$ cat config.mk
export PLATFORM = sky130hd
export DESIGN_NAME = grf_wport_arbiter
export DESIGN_NICKNAME = d
export VERILOG_FILES = /design/src/rtl/grf_wport_arbiter.sv
export SDC_FILE = /design/constraint.sdc
export NUM_CORES = 1
export LEC_CHECK = 0
export ABC_AREA = 1
export BUFFER_PORTS_ARGS = -buffer_cell sky130_fd_sc_hd__buf_2
export CAP_MARGIN = 20
export CORE_MARGIN = 3
export CORE_UTILIZATION = 54
export CTS_BUF_LIST = sky130_fd_sc_hd__clkbuf_4 sky130_fd_sc_hd__clkbuf_8
export CTS_CLUSTER_DIAMETER = 40
export CTS_CLUSTER_SIZE = 20
export DETAILED_ROUTE_END_ITERATION = 10
export HOLD_SLACK_MARGIN = 0.05
export MAX_ROUTING_LAYER = met4
export PLACE_DENSITY = 0.93
export SLEW_MARGIN = 25
export SYNTH_ARGS = -nofsm -noshare
export SYNTH_HDL_FRONTEND = slang
export SYNTH_SLANG_ARGS = --single-unit
export TNS_END_PERCENT = 5
$ cat constraint.sdc
create_clock -name clk -period 4.1 [get_ports clk]
set_clock_uncertainty 0.2 [all_clocks]
set_input_delay 1.025 -clock clk [delete_from_list [all_inputs] [get_ports clk]]
set_output_delay 1.025 -clock clk [all_outputs]
set_load 0.1 [all_outputs]
$ cat src/rtl/grf_wport_arbiter.sv
// Single GRF write-port arbiter: W-stage writeback (primary) vs. queued secondary results.
// Optional commit trace enabled by defining GRF_WLOG_EN.
module grf_wport_arbiter #(
  parameter int DEPTH    = 2,
  parameter int WAIT_MAX = 4
) (
  input  logic        clk,
  input  logic        clr,
  input  logic        wb_we,
  input  logic [4:0]  wb_a3,
  input  logic [31:0] wb_wd,
  input  logic [31:0] wb_pc,
  output logic        wb_stall,
  input  logic        ex_valid,
  output logic        ex_ready,
  input  logic [4:0]  ex_a3,
  input  logic [31:0] ex_wd,
  input  logic [31:0] ex_pc,
  input  logic [4:0]  q_a,
  output logic        q_hit,
  output logic        grf_we,
  output logic [4:0]  grf_a3,
  output logic [31:0] grf_wd,
  output logic [31:0] grf_pc,
  output logic [31:0] commit_cnt
);

  localparam int PW = $clog2(DEPTH);
  localparam int CW = PW + 1;
  localparam int WW = (WAIT_MAX < 1) ? 1 : $clog2(WAIT_MAX + 1);

  logic [4:0]       a3_q [DEPTH];
  logic [31:0]      wd_q [DEPTH];
  logic [31:0]      pc_q [DEPTH];
  logic [DEPTH-1:0] valid_q, valid_d;
  logic [PW-1:0]    rd_ptr_q, rd_ptr_d, wr_ptr_q, wr_ptr_d;
  logic [CW-1:0]    count_q, count_d;
  logic [WW-1:0]    wait_q, wait_d;
  logic [31:0]      commit_q, commit_d;

  logic wreq_s, empty_s, grant_w_s, grant_h_s, stall_s, push_s, hit_s;

  assign wreq_s  = wb_we && (wb_a3 != 5'd0);
  assign empty_s = (count_q == {CW{1'b0}});

  // Arbitration: W wins unless the queued head has been bypassed WAIT_MAX times.
  always_comb begin
    grant_w_s = 1'b0;
    grant_h_s = 1'b0;
    stall_s   = 1'b0;
    if (clr) begin
      grant_w_s = 1'b0;
    end else if (empty_s) begin
      grant_w_s = wreq_s;
    end else if (!wreq_s) begin
      grant_h_s = 1'b1;
    end else if (wait_q < WW'(WAIT_MAX)) begin
      grant_w_s = 1'b1;
    end else begin
      grant_h_s = 1'b1;
      stall_s   = 1'b1;
    end
  end

  // Write-port mux and hazard lookup over every valid slot.
  always_comb begin
    grf_we = grant_w_s || grant_h_s;
    grf_a3 = 5'd0;
    grf_wd = 32'd0;
    grf_pc = 32'd0;
    if (grant_w_s) begin
      grf_a3 = wb_a3;
      grf_wd = wb_wd;
      grf_pc = wb_pc;
    end else if (grant_h_s) begin
      grf_a3 = a3_q[rd_ptr_q];
      grf_wd = wd_q[rd_ptr_q];
      grf_pc = pc_q[rd_ptr_q];
    end else begin
      grf_a3 = 5'd0;
    end
    hit_s = 1'b0;
    for (int i = 0; i < DEPTH; i++) begin
      hit_s = hit_s | (valid_q[i] && (a3_q[i] == q_a));
    end
  end

  assign ex_ready   = !clr && (count_q < CW'(DEPTH));
  assign push_s     = ex_valid && ex_ready && (ex_a3 != 5'd0);
  assign q_hit      = !clr && hit_s && (q_a != 5'd0);
  assign wb_stall   = stall_s;
  assign commit_cnt = commit_q;

  // Next-state for FIFO bookkeeping, starvation counter and commit counter.
  always_comb begin
    valid_d  = valid_q;
    rd_ptr_d = rd_ptr_q + PW'(grant_h_s);
    wr_ptr_d = wr_ptr_q + PW'(push_s);
    count_d  = count_q + CW'(push_s) - CW'(grant_h_s);
    commit_d = commit_q + 32'(grf_we);
    if (grant_h_s) begin
      valid_d[rd_ptr_q] = 1'b0;
    end else begin
      valid_d = valid_q;
    end
    if (push_s) begin
      valid_d[wr_ptr_q] = 1'b1;
    end else begin
      valid_d = valid_d;
    end
    if (empty_s || grant_h_s) begin
      wait_d = {WW{1'b0}};
    end else if (grant_w_s) begin
      wait_d = wait_q + WW'(1);
    end else begin
      wait_d = wait_q;
    end
  end

  // Control state; clr discards every pending entry.
  always_ff @(posedge clk or posedge clr) begin
    if (clr) begin
      valid_q  <= {DEPTH{1'b0}};
      rd_ptr_q <= {PW{1'b0}};
      wr_ptr_q <= {PW{1'b0}};
      count_q  <= {CW{1'b0}};
      wait_q   <= {WW{1'b0}};
      commit_q <= 32'd0;
    end else begin
      valid_q  <= valid_d;
      rd_ptr_q <= rd_ptr_d;
      wr_ptr_q <= wr_ptr_d;
      count_q  <= count_d;
      wait_q   <= wait_d;
      commit_q <= commit_d;
    end
  end

  // Payload storage needs no reset: slots are qualified by valid_q.
  always_ff @(posedge clk) begin
    if (push_s) begin
      a3_q[wr_ptr_q] <= ex_a3;
      wd_q[wr_ptr_q] <= ex_wd;
      pc_q[wr_ptr_q] <= ex_pc;
    end
  end

`ifdef GRF_WLOG_EN
  // Commit trace in the grader format.
  always_ff @(posedge clk) begin
    if (grf_we) begin
      $display("%d@%h: $%d <= %h", commit_q + 32'd1, {20'h00003, grf_pc[11:0]}, grf_a3, grf_wd);
    end
  end
`endif

endmodule

Yosys cells after proc, flatten, opt, wreduce, memory -nomap -nowiden
Memories as Yosys holds them, arrays and structs flattened.
Cells that the tools add are included.
- reductions and logical operators: 18
- muxes and demuxes: 27
- bitwise operators: 4
- add/subtract/negate cells: 6
- equal/unequal tests: 2
- order comparisons: 6
- operators by type and width (operator ; count):
    $mux W32 ; 4
    $add A32 B1 Y32 ; 1
    $mux W1 ; 15
    $reduce_bool A5 Y1 ; 3
    $eq A5 B5 Y1 ; 2
    $logic_and A1 B1 Y1 ; 10
    $mux W5 ; 2
    $mux W3 ; 2
    $lt A1 B2 Y1 const B ; 2
    $mux W2 ; 2
    $add A3 B1 Y3 const B ; 1
    $lt A3 B3 Y1 const B ; 1
    $add A1 B1 Y1 ; 2
    $add A2 B1 Y2 ; 1
    $and A2 B2 Y2 ; 1
    $demux W1 S1 ; 2
    $ge A1 B1 Y1 const B ; 2
    $logic_not A2 Y1 ; 1
    $logic_or A1 B1 Y1 ; 2
    $lt A2 B2 Y1 const B ; 1
    $not A2 Y2 ; 1
    $or A2 B2 Y2 ; 1
    $reduce_bool A2 Y1 ; 1
    $sub A2 B1 Y2 ; 1
    other kinds (2) ; 2
- memories kept: 3
- register bits: 41
- output and inout bits: 105
- input port bits: 147
- logic and storage cells: 72
- memory bits (writable): 138
- memories (name ; depth ; bits a word ; read ports ; clocked after Yosys merged registers in ; write ports ; RTL line ; RTL):
    pc_q ; 2 ; 32 ; 1 ; 0 ; 1 ; 34 ; logic [31:0] pc_q [DEPTH];
    wd_q ; 2 ; 32 ; 1 ; 0 ; 1 ; 33 ; logic [31:0] wd_q [DEPTH];
    a3_q ; 2 ; 5 ; 3 ; 0 ; 1 ; 32 ; logic [4:0] a3_q [DEPTH];

Longest topological paths before layout
Gate-level depths: netlist of the first run.
- depth in word-level cells: 9
- mapped depth: 15

Worst setup path before layout of the first run
OpenSTA, ideal clock, no wires.
- path kind: input -> output
- from: in clr
- to: out q_hit
- slack: -556 ps
- buffers on the path: 1
- cell stages on the path: 4
- data arrival time: 3431 ps
- required time: 2875 ps
- cell sequence: buf_2 -> inv_2 -> o21ai_0 -> a21oi_1
- cells in the longest elaborated chain, start to end: 3
- RTL lines (what ; RTL line ; RTL):
    from (decl) ; 8 ; input logic clr,
    $logic_not A1 Y1 (no source line) ; -- ;
    $logic_and A1 B1 Y1 (2 in a row) ; 90 ; assign q_hit = !clr && hit_s && (q_a != 5'd0);
    to (decl) ; 20 ; output logic q_hit,
No other way between the ends.

Final worst setup path of the first run
- from: in wb_a3[4]
- to: out grf_pc[8]
- cells in the longest elaborated chain, start to end: 7
- RTL lines (what ; RTL line ; RTL):
    from (decl) ; 10 ; input logic [4:0] wb_a3,
    $reduce_bool A5 Y1 * ; 43 ; assign wreq_s = wb_we && (wb_a3 != 5'd0);
    $logic_and A1 B1 Y1 * ; 43 ;
    $mux W1 ; 55 ; end else if (!wreq_s) begin
    $mux W1 ; 53 ; end else if (empty_s) begin
    $mux W1 ; 51 ; if (clr) begin
    $mux W32 ; 75 ; end else if (grant_h_s) begin
    $mux W32 * ; 71 ; if (grant_w_s) begin
    to (decl) ; 24 ; output logic [31:0] grf_pc,
Mark *: on every way between the ends. The rest lies on a longest branch, timed or not.

==> results.txt, run 1 <==
outcome -> finished clean
syn avg cell area -> 9.11 µm²
Crit Path Max Fanout -> 47
Worst-path clk slew -> 100 ps
CTS root buf -> clkbuf_8
sw frac -> 0.452
Worst Path Buf+Inv -> 6
num ports -> 252
crit path DAT -> 2810 ps
Pint -> 3.55 mW
initial core utilization -> 0.563
Clock Power Share -> 0.178
critical path's largest stage delay -> 340 ps
FF+latch count, synth -> 179
Hold Vio Cnt, Final -> 0
layout cells sized above 1 -> 0.276
Final Setup Violations -> 0
die area -> 17000 µm²
WL/cell -> 17.1 µm
PD cells -> 573 nW/µm²
post-synthesis sequential area ratio -> 0.618
vias in the first global route -> 7010
Critical Path Slowest Stage Cell -> inv_2
RePlAce Congestion -> 0.970
Die Y -> 131 µm
clk_lat worst skew -> 450 ps
Psw -> 2.93 mW
Fillers -> 885
Sequential Power Share -> 0.355
Seq. cell area -> 5170 µm²
detailed placement HPWL -> 17.1 mm
vias after detailed routing -> 7327
drt pass-1 iters -> 7
area of the multi-input gates -> 2900 µm²
DIE WIDTH -> 131 µm
family with the most delay on the worst path -> buffers and inverters
reg2reg start -> count_q[1]$_DFF_PP0_
Syn Inst Count -> 919
Layout area overhead -> 35.2%
Mapped Area -> 8370 µm²
Max Buffers Root-to-Sink -> 2
initial antenna violation count -> 6
WP data required -> 2870 ps
slew of the pin with the lowest slew margin -> 767 ps
max_cap viols -> 0
TritonCTS Sinks -> 179
Max Clock Freq -> 248 MHz
multiplexer share of the synthesized area -> 0
Port-buffer cells -> 251
Post-Synth XOR/XNOR Area -> 0.0209
Post-Synth Simple-Gate Area -> 0.298
total power -> 6.48 mW
final worst slack -> 69.9 ps
CTS tree -> yes
Setup WS pre-CTS -> 118 ps
CP dominant cell by count -> nand2_1
crit path kind -> primary input to output pin
DRC -> 0
Final #Nets -> 1323
largest net degree at the start of global routing -> 76
sum of negative setup slack -> 0 ps
DR vias/cell -> 5.34
period utilization -> 0.983
CTS Buf Count -> 17
Hold Startpoint -> commit_cnt[13]$_DFF_PP0_
Leak -> 5.26 nW
Setup crit start -> wb_a3[4]
Slew Viols, Final -> 0
Final min period -> 4030 ps
Total GRT Usage -> 0.279
largest family of logic cells by synthesized area -> simple AND/OR/NAND/NOR gates
first-pass GRT wire length -> 35.4 mm
Routed WL -> 23.4 mm
Critical Path Start Type -> primary input
Synth Area in Compound Gates -> 0.0114
Mapped Nets -> 1074
CP cell instances -> buf_2 > inv_1 > nand3_1 > nand2_1 > inv_2 > nand2_2 > inv_2 > buf_12 > nand2_1 > nand2_1 > buf_12
most frequent cells in the layout -> 510 x nand2_1, 180 x buf_2, 138 x edfxtp_1
PostCTS Resize Cnt -> 0
commonest non-fill, non-tap cell in the layout -> nand2_1
DR iter-0 viols -> 699
Max IR drop VDD -> 0.675 mV
H-tree depth -> 4
yosys warns -> 0
grt ovf -> 0
unique cell type count in the Yosys netlist -> 29
adder-cell area share of the yosys netlist -> 0.0120
crit path capture type -> output pin
row count -> 44
Core Area -> 14900 µm²
max_slew headroom -> 0.489
Comb pwr share -> 0.467
Hold Path Class -> flip-flop to flip-flop
antenna viol nets, final -> 0
Hold Buf Count CTS -> 0
Setup Buffers After CTS -> 0
worst register-to-register path, stage by stage (launching register included):
cell,delay [ps]
dfrtp_1,460
nor2_4,190
nor2_4,60
nor2_4,120
nand2_2,90
nand2_2,150
ha_1,170
ha_1,170
nand3_1,270
nor2_2,300
nand2_1,170
inv_1,110
nand2_1,60
nand2_1,60
nand2_1,50
cells in the mapped netlist (all sizes together):
cell type	n	share of area
buf	23	0.018
xor2	16	0.017
nand3	17	0.011
o21ai	13	0.0078
o21bai	2	0.0018
nor3b	1	0.00090
xnor2	4	0.0042
nand3b	8	0.0072
nor2	54	0.028
clkbuf	7	0.0031
nand4	4	0.0030
nor3	13	0.0090
and3	1	0.00075
inv	44	0.020
dfrtp	41	0.12
edfxtp	138	0.49
ha	8	0.012
nand2	522	0.24
a21oi	3	0.0018
cell families after synthesis:
group | Yosys count
adder cells (fa/ha/maj) | 8
XOR/XNOR | 20
AND/OR/NAND/NOR | 620
buffers and inverters | 74
AO/OA/AOI/OAI | 18
flip-flops | 179
path summary, 6_finish.rpt:
kind | endpoint | slack, ps | cells past startpoint
max | grf_pc[8] | 70 | 11
min | commit_cnt[13]$_DFF_PP0_ | 330 | 1
max reg2reg | commit_cnt[26]$_DFF_PP0_ | 1390 | 14
min reg2reg | commit_cnt[13]$_DFF_PP0_ | 330 | 1
max in group asynchronous | rd_ptr_q$_DFF_PP0_ | 2550 | 4
min in group asynchronous | wait_q[1]$_DFFE_PP0P_ | 750 | 4
per-stage QoR:
| stage | std cells | area [µm²] | hold WS, ps | utilization |
|---|---|---|---|---|
| after floorplan | 919 | 8380 | 268 | - |
| after CTS | 1365 | 11300 | 321 | 0.760 |
| after detailed placement | 1333 | 10900 | 301 | 0.734 |
| final | 1372 | 11300 | 330 | 0.761 |
| after global placement | 1333 | 10900 | 278 | 0.734 |
| after global routing | 1371 | 11300 | 355 | 0.761 |
power by group through the flow:
stage / registers (mW) / clock network, mW / logic, mW
after floorplan: 2.56 / 0 / 1.78
after global placement: 2.32 / 0 / 2.96
after detailed placement: 2.33 / 0 / 3.02
after CTS: 2.29 / 1.17 / 3.03
after global routing: 2.32 / 1.25 / 3.20
final: 2.30 / 1.15 / 3.03
flip-flops by register name (all words and copies together) (netlist names):
name,count
pc_q,64
wd_q,64
commit_cnt,32
a3_q,10
wait_q,3
count_q,2
valid_q,2
rd_ptr_q,1
wr_ptr_q,1
per-layer routing:
layer | GRT usage | share of wire | up-vias
met5 | - | 0 | -
met4 | 0.107 | 0.028 | 0
met3 | 0.0675 | 0.092 | 55
met2 | 0.488 | 0.53 | 409
met1 | 0.309 | 0.35 | 3429
li1 | - | - | 3434
area by class of cell:
class,count,share of cell area
flip-flops and latches,179,0.457
multi-input cells,666,0.256
repair buffers,260,0.217
clock buffers,17,0.0207
well taps,184,0.0203
inverters,44,0.0146
clock inverters,15,0.0133
diodes,7,0.00155
No activity file was read; power rests on OpenSTA's default activity.
==> run 2: changes to the inputs <==
ABC_AREA = unset   (was 1)
CORE_MARGIN = 1   (was 3)
CORE_UTILIZATION = 53   (was 54)
==> run 2 against run 1 <==
  * The run now ends with negative setup slack left
  * Die area is 12% lower
  * Clock power is 11% higher
  * Sequential power rose by 5%
  * Wire length is 4.8% higher
  * Fmax fell by 6.4%
  * Via count fell by 20%
  * Critical endpoint is now grf_wd[3]
==> results.txt, run 2 <==
Layout area overhead -> 52.0%
Slew Viols, Final -> 0
final worst slack -> -205 ps
outcome -> finished with violations
layout cells sized above 1 -> 0.494
slew of the pin with the lowest slew margin -> 1010 ps
DIE WIDTH -> 123 µm
antenna viol nets, final -> 0
r2r setup slk -> 1530 ps
max_cap viols -> 0
CTS tree -> yes
Final min period -> 4300 ps
most instantiated cells after synthesis -> 138 x edfxtp_1, 69 x mux2i_1, 62 x o2bb2ai_1
post-synthesis sequential area ratio -> 0.672
Max IR drop VDD -> 0.699 mV
grt ovf -> 0
first-pass GRT wire length -> 31.7 mm
crit path kind -> primary input to output pin
max_slew headroom -> 0.326
Max Buffers Root-to-Sink -> 2
CTS root buf -> clkbuf_8
CTS Buf Count -> 17
Critical Path Start Type -> primary input
Yosys top cell area share -> 0.538
Async S/R FF share, synth -> 0.229
Hold Vio Cnt, Final -> 0
yosys warns -> 0
Mapped Area -> 7700 µm²
critical path's largest stage delay -> 530 ps
Post-Synth XOR/XNOR Area -> 0.0489
Critical Path Slowest Stage Cell -> or4_4
WP data required -> 2870 ps
Core Area -> 14000 µm²
vias after detailed routing -> 5871
largest area contributor in the netlist -> edfxtp_1
dominant synthesized flop cell -> edfxtp_1
Reg2Reg Depth -> 9
hold path cells -> 1
FF+latch count, synth -> 179
Final Util -> 0.833
metal2 WL -> 12.9 mm
drt pass-1 iters -> 5
Total GRT Usage -> 0.302
largest family of logic cells by synthesized area -> compound AO/OA/AOI/OAI gates
CP dominant cell by count -> buf_12
Die Y -> 123 µm
unique cell type count in the Yosys netlist -> 32
adder-cell area share of the yosys netlist -> 0.0130
Crit Path Max Fanout -> 30
failing checks -> negative setup slack
wl on met1 -> 8.60 mm
DRC -> 0
Hold Path Class -> flip-flop to flip-flop
Routed WL -> 24.5 mm
Mapped Nets -> 648
largest net degree at the start of global routing -> 70
die area -> 15000 µm²
Final #Nets -> 913
PD cells -> 570 nW/µm²
initial antenna violation count -> 1
Final Setup Violations -> 69
EDFF count, synth -> 138
commonest non-fill, non-tap cell in the layout -> buf_2
RSZ-0062 raised after global routing -> true
placed cell areas -> 10600 µm²
crit path capture type -> output pin
fin area -> 11700 µm²
row count -> 43
clk_lat worst skew -> 450 ps
Worst-path clk slew -> 90 ps
count leader, synth -> edfxtp_1
DR vias/cell -> 6.17
syn avg cell area -> 15.6 µm²
sum of negative setup slack -> -7300 ps
Leak -> 4.74 nW
num ports -> 252
period utilization -> 1.05
Syn Inst Count -> 493
Max Clock Freq -> 232 MHz
top routing layer in use -> met4
crit path DAT -> 3080 ps
synth top area cells -> edfxtp_1 54%, dfrtp_1 13%, mux2i_1 9.0%
vias in the first global route -> 5644
H-tree depth -> 4
initial core utilization -> 0.548
detailed placement HPWL -> 14.5 mm
TritonCTS Sinks -> 179
DR WL met3 -> 2.00 mm
DR iter-0 viols -> 547
Port-buffer cells -> 251
Hold Buf Count CTS -> 0
Post-Synth Simple-Gate Area -> 0.0553
RePlAce Congestion -> 0.911
Synth Area in Compound Gates -> 0.0951
WL/cell -> 25.8 µm
Setup WS pre-CTS -> -109 ps
most frequent cells in the layout -> 180 x buf_2, 138 x edfxtp_1, 73 x buf_12
multiplexer share of the synthesized area -> 0.0897
CP cell instances -> buf_8 > or4_4 > o211a_1 > or3_4 > buf_12 > o2bb2ai_2 > buf_12
[run 2: cell types whose count changed after synthesis, moves of 8 or more]
cell / previous run / this run
buf_2: 10 / 0
clkbuf_1: 7 / 15
inv_1: 39 / 8
mux2i_1: 0 / 69
nand2_1: 511 / 13
nand2_2: 11 / 0
nand3b_1: 8 / 0
nor2_1: 47 / 5
nor4_1: 0 / 12
o21ai_0: 13 / 5
o2bb2ai_1: 0 / 62
xnor2_1: 4 / 19
xor2_1: 16 / 24
[run 2: logic make-up (layout without fill, tap and decap cells)]
logic type / after synthesis / in the layout
flip-flops: 179 / 179
multiplexers: 69 / 69
buffers and inverters: 34 / 312
AND/OR/NAND/NOR: 77 / 77
XOR/XNOR: 43 / 43
AO/OA/AOI/OAI: 83 / 83
adder cells (fa/ha/maj): 8 / 8
other: 0 / 1
[run 2: per-stage QoR]
step | total power [mW] | hold slack, ps | std cells
after floorplan | 4.27 | 268 | 493
after global placement | 5.10 | 253 | 912
after detailed placement | 5.18 | 256 | 912
after CTS | 6.46 | 277 | 944
after global routing | 6.85 | 297 | 952
final | 6.67 | 276 | 952
[run 2: layout make-up]
type / instances / area, µm²
well taps: 180 / 225
inverters: 8 / 30.0
clock inverters: 15 / 179
fillers: 603 / 2340
flip-flops and latches: 179 / 5170
multi-input cells: 280 / 3280
clock buffers: 17 / 234
repair buffers: 272 / 2570
diodes: 1 / 2.50
[run 2: layer usage]
| metal | track usage | vias to the layer above |
|---|---|---|
| met3 | 0.0660 | 82 |
| met2 | 0.521 | 386 |
| li1 | - | 2464 |
| met1 | 0.340 | 2939 |
| met5 | - | - |
| met4 | 0.121 | 0 |
[run 2: worst max-delay path: cells and delay by family]
kind            cells  cell delay, ps
buf+inv             3             530
simple gates        2            1010
compound gates      2             490
[run 2: power by group]
part | switching [mW] | internal, mW
sequential | 0.245 | 2.18
clock | 0.671 | 0.610
combinational | 1.95 | 1.01
[run 2: timing repair]
| item | 4_1_cts | 5_1_grt |
|---|---|---|
| buffers inserted | 0 | 4 |
| cloned | 0 | 3 |
| pin swaps | 0 | 2 |
| resized for setup | 11 | 37 |
| endpoints found under the setup margin | 69 | 69 |
[run 2: path summary, 6_finish.rpt]
kind,start,to
min reg2reg,commit_cnt[31]$_DFF_PP0_,commit_cnt[31]$_DFF_PP0_
max reg2reg,count_q[1]$_DFF_PP0_,count_q[1]$_DFF_PP0_
min,commit_cnt[31]$_DFF_PP0_,commit_cnt[31]$_DFF_PP0_
max in group asynchronous,clr,rd_ptr_q$_DFF_PP0_
max,wb_a3[4],grf_wd[3]
min in group asynchronous,clr,commit_cnt[19]$_DFF_PP0_
==> run 3: changes to the inputs <==
CORE_UTILIZATION = 57   (was 53)
PLACE_DENSITY = 0.95   (was 0.93)
clock period = 5.15 ns   (was 4.1 ns; I/O delays follow)
==> run 3 against run 2 <==
  * Non-clock buffer count shrank 10
  * Wire length shrank 19%
  * The flow now finishes without violations
  * Total power decreased by 26%
  * Clock power shrank 28%
  * Critical endpoint is now grf_wd[9]
  * Final area decreased by 9.3%
  * Via count decreased by 7.1%
  * Critical path type unchanged
  * Flip-flop and latch count unchanged
  * Largest power group unchanged
  * Die area down 6.9%
==> results.txt, run 3 (synthesis results as in run 2) <==
num ports -> 252
Worst-path clk slew -> 80 ps
RePlAce Congestion -> 0.868
drt pass-1 iters -> 5
clk_lat worst skew -> 460 ps
Hold Vio Cnt, Final -> 0
total power -> 4.93 mW
vias in the first global route -> 5660
Core Area -> 13200 µm²
Total GRT Usage -> 0.301
Leak -> 4.39 nW
WL/cell -> 21.2 µm
first-pass GRT wire length -> 30.9 mm
Hold Path Class -> flip-flop to flip-flop
max_slew headroom -> 0.403
DRC -> 0
crit path kind -> primary input to output pin
Critical Path Start Type -> primary input
Max IR drop VDD -> 0.476 mV
largest net degree at the start of global routing -> 63
CTS root buf -> clkbuf_8
max_cap viols -> 0
TritonCTS Sinks -> 179
initial core utilization -> 0.584
Hold WS -> 276 ps
Critical Path Slowest Stage Cell -> or4_1
critical path's largest stage delay -> 530 ps
DR iter-0 viols -> 360
CP cell instances -> buf_2 > or4_1 > o211a_1 > or3_2 > buf_12 > o2bb2ai_1 > buf_12
sum of negative setup slack -> 0 ps
Crit Path Max Fanout -> 62
Routed WL -> 19.9 mm
WP data required -> 3660 ps
grt ovf -> 0
Max Clock Freq -> 198 MHz
Worst Path Buf+Inv -> 3
crit path capture type -> output pin
H-tree depth -> 4
commonest non-fill, non-tap cell in the layout -> buf_2
Hold Buf Count CTS -> 0
DIE WIDTH -> 118 µm
CTS tree -> yes
die area -> 14000 µm²
Final #Nets -> 903
most frequent cells in the layout -> 181 x buf_2, 138 x edfxtp_1, 73 x buf_12
Layout area overhead -> 37.8%
vias after detailed routing -> 5453
CTS Buf Count -> 17
outcome -> finished clean
antenna viol nets, final -> 0
DR vias/cell -> 5.81
RSZ-0062 raised after global routing -> false
Die Y -> 118 µm
CP dominant cell by count -> buf_12
Max Buffers Root-to-Sink -> 2
PD cells -> 464 nW/µm²
Port-buffer cells -> 251
slew of the pin with the lowest slew margin -> 896 ps
detailed placement HPWL -> 14.3 mm
Final min period -> 5050 ps
crit path DAT -> 3560 ps
layout cells sized above 1 -> 0.405
row count -> 42
initial antenna violation count -> 3
period utilization -> 0.980
Final Setup Violations -> 0
family with the most delay on the worst path -> simple AND/OR/NAND/NOR gates
Slew Viols, Final -> 0
-- run 3: cell type report --
| type | instances | area, µm² |
|---|---|---|
| diodes | 2 | 5.00 |
| clock buffers | 22 | 272 |
| clock inverters | 10 | 108 |
| fillers | 667 | 2580 |
| inverters | 8 | 30.0 |
| multi-input cells | 280 | 2370 |
| flip-flops and latches | 179 | 5170 |
| well taps | 176 | 220 |
| repair buffers | 262 | 2430 |
-- run 3: per-layer routing --
metal	share of wire	GRT usage	vias up
met1	0.38	0.352	2701
li1	-	-	2448
met4	0.023	0.110	0
met2	0.53	0.510	266
met5	0	-	-
met3	0.065	0.0709	38
-- run 3: path summary, 6_finish.rpt --
check | cells after the start | end | startpoint | slack [ps]
setup / recovery | 7 | grf_wd[9] | wb_a3[1] | 100
hold / removal | 1 | commit_cnt[31]$_DFF_PP0_ | commit_cnt[31]$_DFF_PP0_ | 280
setup reg to reg | 5 | wd_q[1][21]$_DFFE_PP_ | count_q[1]$_DFF_PP0_ | 2580
hold reg to reg | 1 | commit_cnt[31]$_DFF_PP0_ | commit_cnt[31]$_DFF_PP0_ | 280
max in group asynchronous | 3 | rd_ptr_q$_DFF_PP0_ | clr | 3410
min in group asynchronous | 3 | commit_cnt[3]$_DFF_PP0_ | clr | 910
-- run 3: report_power, final --
part / internal (mW) / total [mW] / switching (mW) / leakage [nW]
clock network: 0.453 / 0.920 / 0.466 / 0.193
registers: 1.73 / 1.92 / 0.186 / 1.80
logic: 0.701 / 2.09 / 1.39 / 2.40
-- run 3: stage by stage --
step	util	instances	setup slack [ps]	area (µm²)
3_5_place_dp	0.774	905	125	10200
2_1_floorplan	-	493	-516	7710
6_report	0.804	939	101	10600
5_1_grt	0.804	939	14.2	10600
3_3_place_gp	0.772	904	210	10200
4_1_cts	0.803	937	75.7	10600
-- run 3: what timing repair did --
item / 4_1_cts / 5_1_grt
endpoints found under the hold margin: 0 / 0
setup endpoints to repair: 0 / 1
resized for setup: 0 / 1
setup buffers: 0 / 0
